[config.mk]
export PLATFORM = sky130hd
export DESIGN_NAME = roughness_frame_stats
export DESIGN_NICKNAME = d
export VERILOG_FILES = /design/src/rtl/roughness_frame_stats.sv
export SDC_FILE = /design/constraint.sdc
export NUM_CORES = 1
export LEC_CHECK = 0
export BUFFER_PORTS_ARGS = -buffer_cell sky130_fd_sc_hd__buf_4
export CAP_MARGIN = 10
export CORE_UTILIZATION = 53
export CTS_CLUSTER_DIAMETER = 40
export DETAILED_ROUTE_END_ITERATION = 8
export HOLD_SLACK_MARGIN = 0.05
export MAX_ROUTING_LAYER = met4
export PLACE_DENSITY = 0.85
export SLEW_MARGIN = 20
export SYNTH_ARGS = -nofsm -noshare
export SYNTH_HDL_FRONTEND = slang
export SYNTH_SLANG_ARGS = --single-unit
export TNS_END_PERCENT = 20
[constraint.sdc]
create_clock -name clk -period 2.25 [get_ports clk]
set_input_delay 0.1125 -clock clk [delete_from_list [all_inputs] [get_ports clk]]
set_output_delay 0.1125 -clock clk [all_outputs]
set_load 0.05 [all_outputs]
[src/rtl/roughness_frame_stats.sv]
// roughness_frame_stats
//   Frame-statistics stage for the down-sampled roughness stream. One sample is
//   captured per rising edge of ds_clk (after synchronising it into clk).
//   2**LOG2_FRAME samples make up a frame. Each finished frame produces the
//   signed mean and the saturated peak |x|. The result is offered through a
//   one-entry valid/ready slot.
//
// Ports
//   clk          system clock
//   reset        asynchronous, active-high reset
//   enable       1 = accumulate, 0 = discard the partial frame and ignore edges
//   ds_clk       down-sample clock, asynchronous to clk
//   rough_in     signed roughness sample, valid while ds_clk is high
//   frame_mean   signed frame mean (floor of sum / 2**LOG2_FRAME)
//   frame_peak   max |sample| in the frame, unsigned, saturated
//   frame_valid  output slot holds an unconsumed result
//   frame_ready  consumer accepts when frame_valid & frame_ready
//   overrun      sticky flag: a finished frame was dropped
//   clr_overrun  synchronous clear of overrun (a simultaneous set wins)
//   fill_count   samples captured so far in the current frame

module roughness_frame_stats #(
  parameter int DATA_W     = 16,
  parameter int LOG2_FRAME = 6
) (
  input  logic                  clk,
  input  logic                  reset,
  input  logic                  enable,
  input  logic                  ds_clk,
  input  logic [DATA_W-1:0]     rough_in,
  output logic [DATA_W-1:0]     frame_mean,
  output logic [DATA_W-1:0]     frame_peak,
  output logic                  frame_valid,
  input  logic                  frame_ready,
  output logic                  overrun,
  input  logic                  clr_overrun,
  output logic [LOG2_FRAME-1:0] fill_count
);

  localparam int ACC_W = DATA_W + LOG2_FRAME;
  localparam logic [DATA_W-1:0]     S_MIN = {1'b1, {(DATA_W-1){1'b0}}};
  localparam logic [DATA_W-1:0]     S_MAX = {1'b0, {(DATA_W-1){1'b1}}};
  localparam logic [LOG2_FRAME-1:0] LAST  = '1;

  logic                    sync_q0, sync_q1, sync_q2;
  logic                    ds_rise, cap, last_sample, frame_done, slot_free;
  logic signed [ACC_W-1:0] acc, sample_ext, sum;
  logic [DATA_W-1:0]       peak_acc, abs_x, pk, mean_next;

  // sync_q0/sync_q1 form the synchroniser; sync_q2 is the edge-detect delay.
  // The sample is therefore taken on the third clk edge after ds_clk rises.
  always_ff @(posedge clk or posedge reset) begin
    if (reset) begin
      sync_q0 <= 1'b0;
      sync_q1 <= 1'b0;
      sync_q2 <= 1'b0;
    end else begin
      sync_q0 <= ds_clk;
      sync_q1 <= sync_q0;
      sync_q2 <= sync_q1;
    end
  end

  // The most negative input has no positive twin, so its magnitude saturates.
  // The mean is the upper DATA_W bits of the sum. This equals an arithmetic
  // shift right by LOG2_FRAME, which rounds toward minus infinity.
  always_comb begin
    ds_rise     = sync_q1 & ~sync_q2;
    cap         = ds_rise & enable;
    last_sample = (fill_count == LAST);
    frame_done  = cap & last_sample;
    slot_free   = ~frame_valid | frame_ready;
    sample_ext  = {{LOG2_FRAME{rough_in[DATA_W-1]}}, rough_in};
    sum         = acc + sample_ext;
    mean_next   = sum[LOG2_FRAME +: DATA_W];
    if (rough_in == S_MIN) begin
      abs_x = S_MAX;
    end else if (rough_in[DATA_W-1]) begin
      abs_x = -rough_in;
    end else begin
      abs_x = rough_in;
    end
    pk = (abs_x > peak_acc) ? abs_x : peak_acc;
  end

  // Frame accumulation. The last sample clears the state on the same edge,
  // so the next frame starts without a dead cycle.
  always_ff @(posedge clk or posedge reset) begin
    if (reset) begin
      acc        <= '0;
      peak_acc   <= '0;
      fill_count <= '0;
    end else if (!enable) begin
      acc        <= '0;
      peak_acc   <= '0;
      fill_count <= '0;
    end else if (cap) begin
      if (last_sample) begin
        acc        <= '0;
        peak_acc   <= '0;
        fill_count <= '0;
      end else begin
        acc        <= sum;
        peak_acc   <= pk;
        fill_count <= fill_count + 1'b1;
      end
    end
  end

  // One-entry output slot. A new result may replace a result that is being
  // accepted on the same edge. If the slot is still held, the new result is
  // dropped and the event is recorded in overrun.
  always_ff @(posedge clk or posedge reset) begin
    if (reset) begin
      frame_mean  <= '0;
      frame_peak  <= '0;
      frame_valid <= 1'b0;
    end else if (frame_done && slot_free) begin
      frame_mean  <= mean_next;
      frame_peak  <= pk;
      frame_valid <= 1'b1;
    end else if (frame_valid && frame_ready) begin
      frame_valid <= 1'b0;
    end
  end

  always_ff @(posedge clk or posedge reset) begin
    if (reset) begin
      overrun <= 1'b0;
    end else if (frame_done && !slot_free) begin
      overrun <= 1'b1;
    end else if (clr_overrun) begin
      overrun <= 1'b0;
    end
  end

endmodule

=== Word-level counts from Yosys, hierarchy flattened ===
Cells that the tools add are included.

* Flip-flop bits (word level): 81
* Output and inout port bits: 40
* Word-level logic and storage cells: 45

* Mux-type cells: 16
* Reduce and logical (&&, ||, !) cells: 6
* Bitwise gates (word level): 6
* Equality and inequality tests: 3
* Add/subtract/negate cells: 3
* $lt $le $gt $ge: 1

{| class="wikitable"
|+ Operator list
! operator !! number
|-
| two-way mux 16 bit || 6
|-
| two-way mux 22 bit || 3
|-
| adder 22 x 16 -> 22 bit || 1
|-
| two-way mux 6 bit || 3
|-
| == test 16 bit (second input constant) || 1
|-
| > comparator 16 bit || 1
|-
| negator 16 bit || 1
|-
| adder 6 x 1 -> 6 bit (second input constant) || 1
|-
| == test 6 bit (second input constant) || 1
|-
| two-way mux 1 bit || 4
|-
| nonzero test 2 bit || 2
|-
| bitwise AND 1 bit || 3
|-
| logical AND 1 bit || 3
|-
| inequality test 2 x 1 -> 1 bit (second input constant) || 1
|-
| NOT 1 bit || 2
|-
| logical NOT 1 bit || 1
|-
| bitwise OR 1 bit || 1
|}

=== Depth between registers and ports, before layout ===
* Depth in word-level cells: 8
* Gate-level depth with buffers: 16
* Gate-level depth less buffers: 14

=== Worst setup path before layout ===
No wires, ideal clock.

* Path kind: input port to flip-flop
* Start: input port rough_in[6]
* End: register frame_peak[2]
* Buffers on the path: 1
* Cell stages on the path: 13
* Arrival time: 3019 ps
* Required time: 2124 ps
* Setup time: 126 ps
* Path slack: -895 ps
* Cell sequence: nor4_2 nand3_2 or4_1 a211oi_2 a31oi_1 ha_1 nand4_1 nor4_2 inv_2 o211ai_2 buf_6 nand2_1 a221o_1

* Longest elaborated chain between the ends: 5

{| class="wikitable"
|+ RTL lines
! element !! line !! source
|-
| start: declaration || 30 || <nowiki>input logic [DATA_W-1:0] rough_in,</nowiki>
|-
| negator 16 bit || 79 || <nowiki>abs_x = -rough_in;</nowiki>
|-
| two-way mux 16 bit || 78 || <nowiki>end else if (rough_in[DATA_W-1]) begin</nowiki>
|-
| two-way mux 16 bit (*) || 76 || <nowiki>if (rough_in == S_MIN) begin</nowiki>
|-
| > comparator 16 bit || 83 || <nowiki>pk = (abs_x > peak_acc) ? abs_x : peak_acc;</nowiki>
|-
| two-way mux 16 bit (*) || 83 ||
|-
| end signal: assignment || 120 || <nowiki>frame_peak <= pk;</nowiki>
|-
| end: declaration || 32 || <nowiki>output logic [DATA_W-1:0] frame_peak,</nowiki>
|}

Every way passes the cells marked *; elsewhere a longest branch is shown, timed or not.
A chain may end at the register's enable or synchronous reset.

=== Worst setup path in the final report ===
* Start: input port rough_in[7]
* End: register peak_acc[11]

* Longest elaborated chain between the ends: 8

{| class="wikitable"
|+ RTL lines
! element !! line !! source
|-
| negator 16 bit || 79 ||
|-
| two-way mux 16 bit || 78 ||
|-
| two-way mux 16 bit (*) || 76 ||
|-
| > comparator 16 bit || 83 ||
|-
| two-way mux 16 bit (*) || 83 ||
|-
| two-way mux 16 bit (*) || 98 || <nowiki>if (last_sample) begin</nowiki>
|-
| two-way mux 16 bit (*) || 97 || <nowiki>end else if (cap) begin</nowiki>
|-
| two-way mux 16 bit (*) || 93 || <nowiki>end else if (!enable) begin</nowiki>
|-
| end signal: assignment || 104 || <nowiki>peak_acc <= pk;</nowiki>
|-
| end: declaration || 48 || <nowiki>logic [DATA_W-1:0] peak_acc, abs_x, pk, mean_next;</nowiki>
|}

Every way passes the cells marked *; elsewhere a longest branch is shown, timed or not. The select of a mux whose other input is x is not followed.

==> impl_metrics.ini <==
[logic_synthesis]
synth.area.top_cells = dfrtp_1 (38%), ha_1 (9.3%), a22o_1 (5.5%), nand2_1 (3.8%), xnor2_1 (3.0%)
synth_edf_count = 0
syn_nets = 604
yosys_register_bits = 81
yosysWarnings = 0
synthArstFlopShare_pct = 100
yosysSeqAreaShare_pct = 38.5
netlist.area_leader.share_pct = 38.5
yosysTopAreaCell = dfrtp_1
syn_area_um2 = 5270
ys.flop_type = dfrtp_1
synth.distinct_cells = 73
synthesis.instances = 542
synth.avg_cell_area_um2 = 9.72

[setup_path]
cp_cell_sequence = buf_4, nor4_4, nand3_4, or4_4, a211oi_2, a31oi_2, ha_1, nand4_1, nor4_4, inv_2, o211a_4, nor3_4, buf_6, buf_12, a22o_1
path_common_cell = nor4_4
ff2ff_path_depth = 10
worstSetupPathType = in -> reg
crit_buf_inv = 4
crit_path_max_incr_delay_ps = 440
cpMaxStageDelayCell = or4_4
critPathCaptureType = flip-flop
startpoint_type = primary input
r2r_slack_ps = -410
crit_arrival_ps = 3570
critical_path_required_ps = 2570
reg2reg_from = peak_acc[14]
cp_top_family = simple AND/OR/NAND/NOR gates
r2r-end = peak_acc[11]
cp.depth = 15
critical_path.max_fanout = 7

[routing]
routed_wl_um = 18600
avgViaCountPerCell = 6.36
ant_nets = 0
drc_errors = 0
vias = 5501
drt-pass1-iter-count = 6
wl_per_cell_um = 21.5
detail_route.iter0.violations = 364

[timing]
finClkSkew_ps = 17.0
slew_headroom_pct = 63.0
rsz0062_at_grt = true
hold-worst-slack_ps = 86.4
final_max_slew_viol_count = 0
fin_tns_setup_ps = -29740
finalCritPeriodShare_pct = 144
period_needed_ps = 3250
layout_setup_ws_ps = -1000
hold_viol_final = 0
worst_pin_slew_ps = 554
clock.fmax_mhz = 308
setup_viol = 54

[floorplanning]
die_x_um = 102
fp.coreArea_um2 = 9680
ios = 62
rows = 36
die_y_um = 102
start_util_pct = 54.4
fp.dieArea_um2 = 10300

[grt]
grt_pass1_wl_um = 26900
overflow = 0
track_usage_pct = 35.8
grt_max_degree = 52
antenna_found_initial = 0
grt_pass1_vias = 5499

[cells_and_area]
drive_gt1_share_pct = 39.6
multiInputGateArea_um2 = 3350
num-nets-final = 789
area_delta_synth_final_pct = 41.5
seq_area_um2 = 2030
diodes = 0
fillers = 613

[cts]
htree_levels = 3
cts.sinks = 81
cts_root_buffer = clkbuf_8
cts_tree = yes
insertion_delay_ps = 390
clk_pin_slew_ps = 90
cts_buffer_depth = 2
cts_made_buffers = 9

[power]
ir_worst_vdd_v = 0.000328
p_leak_nw = 3.63
power_density_nw_per_um2 = 533

[outcome]
outcome = finished with violations
violations = negative setup slack

[placement]
post-place-ws_ps = -1070
portBuffers = 61
gp_congestion = 0.965
dp_hpwl_um = 10700

[flow_run]
cap_violations = 0

[hold_path]
hold_depth = 3
hold_class = in -> reg
worstHoldEndpoint = frame_valid
hold_path_startpoint = frame_ready
[Yosys cell counts (6+ instances only)]
cell type	instances
dfrtp_1	81
nand2_1	53
ha_1	39
a22o_1	33
nor2_1	33
inv_1	29
o21ai_0	29
a21oi_1	23
xnor2_1	18
a31oi_1	15
nand3_1	14
a21o_1	11
nand4_1	11
mux2_2	10
clkbuf_1	9
xor2_1	9
o211ai_1	8
and2_1	6
nor2b_1	6
[kinds of logic (layout without fill, tap and decap cells)]
logic type | count (synthesis) | in the layout | share of synthesized area [%]
fa+ha+maj | 40 | 40 | 9.64
mux | 14 | 14 | 2.99
compound gates | 165 | 166 | 22.6
xor+xnor | 28 | 28 | 4.91
simple gates | 159 | 159 | 15.7
flops | 81 | 81 | 38.5
buf+inv | 55 | 244 | 5.63
[area by class of cell]
cell class / instances / share of cell area, %
clock inverter: 5 / 0.738
clock buffer: 11 / 1.90
sequential: 81 / 27.2
tap: 133 / 2.23
inverter: 30 / 1.53
multi-input combinational: 407 / 44.9
timing repair buffer: 198 / 21.5
[per-stage QoR]
step | std cells | util, % | total power, mW | area, um^2
final | 865 | 77.0 | 3.97 | 7460
after global routing | 865 | 77.0 | 4.13 | 7460
after CTS | 861 | 74.9 | 3.80 | 7250
after detailed placement | 812 | 67.7 | 2.58 | 6560
after global placement | 812 | 67.7 | 2.53 | 6560
after floorplan | 542 | - | 2.17 | 5310
[where the power goes]
group / internal, mW / total [mW] / switching (mW)
logic: 0.576 / 1.29 / 0.712
registers: 1.51 / 1.55 / 0.0458
clock network: 0.540 / 1.14 / 0.595
total: 2.62 / 3.97 / 1.35
[routing by layer]
layer  GRT usage, %  wire [um]  up-vias  share of wire [%]
li1               -          -     2367                  -
met5              -          0        -                  0
met1           37.3       6570     2632                 35
met2           61.3       9210      360                 49
met4           23.2       1430        0                7.7
met3           7.38       1410      142                7.6
[cell usage in the layout, fill, tap and decap left out, drive strengths merged, types with 3 or more instances in the layout]
cell type    netlist  final
a211oi             6      6
a21boi             4      4
a21o              11     11
a21oi             25     25
a221o              5      5
a22o              33     33
a31oi             15     15
and2               6      6
and3               4      4
buf               12    194
clkbuf            13     11
clkinv             0      3
dfrtp             81     81
dlygate4sd3        0      4
ha                39     39
inv               30     29
mux2              11     11
mux2i              3      3
nand2             54     54
nand2b             5      5
nand3             17     17
nand4             11     11
nor2              34     34
nor2b              6      6
nor3               7      7
nor4               7      7
o211ai             9      9
o21ai             34     34
o22ai              3      3
o311ai             4      4
o31ai              3      3
xnor2             18     18
xor2               9      9
[repair_timing]
action                     in CTS  in global routing
gates resized for setup        47                 34
pin swaps                      34                 19
setup buffers                  27                  5
hold buffers                    4                  0
cloned                          2                  0
setup endpoints to repair      56                 59
hold endpoints to repair       34                  0
[worst max path at each step]
| stage | from | endpoint | slack [ps] |
|---|---|---|---|
| after floorplan | rough_in[5] | frame_peak[2] | -690 |
| after global placement | rough_in[5] | peak_acc[1] | -930 |
| after detailed placement | rough_in[5] | peak_acc[11] | -1070 |
| after CTS | rough_in[5] | peak_acc[11] | -620 |
| after global routing | rough_in[9] | peak_acc[13] | -1060 |
| final | rough_in[7] | peak_acc[11] | -1000 |
[flip-flops by register name, summed over array words and instances, names as in the netlist]
signal / cells
overrun: 1
sync_q0: 1
sync_q1: 1
peak_acc: 16
frame_mean: 16
frame_peak: 16
fill_count: 6
sync_q2: 1
acc: 22
frame_valid: 1
[worst min-delay path: stages]
cell and delay (ps):
buf_4 70, nand2b_1 170, nand2_1 70
No activity file was read; power rests on OpenSTA's default activity.
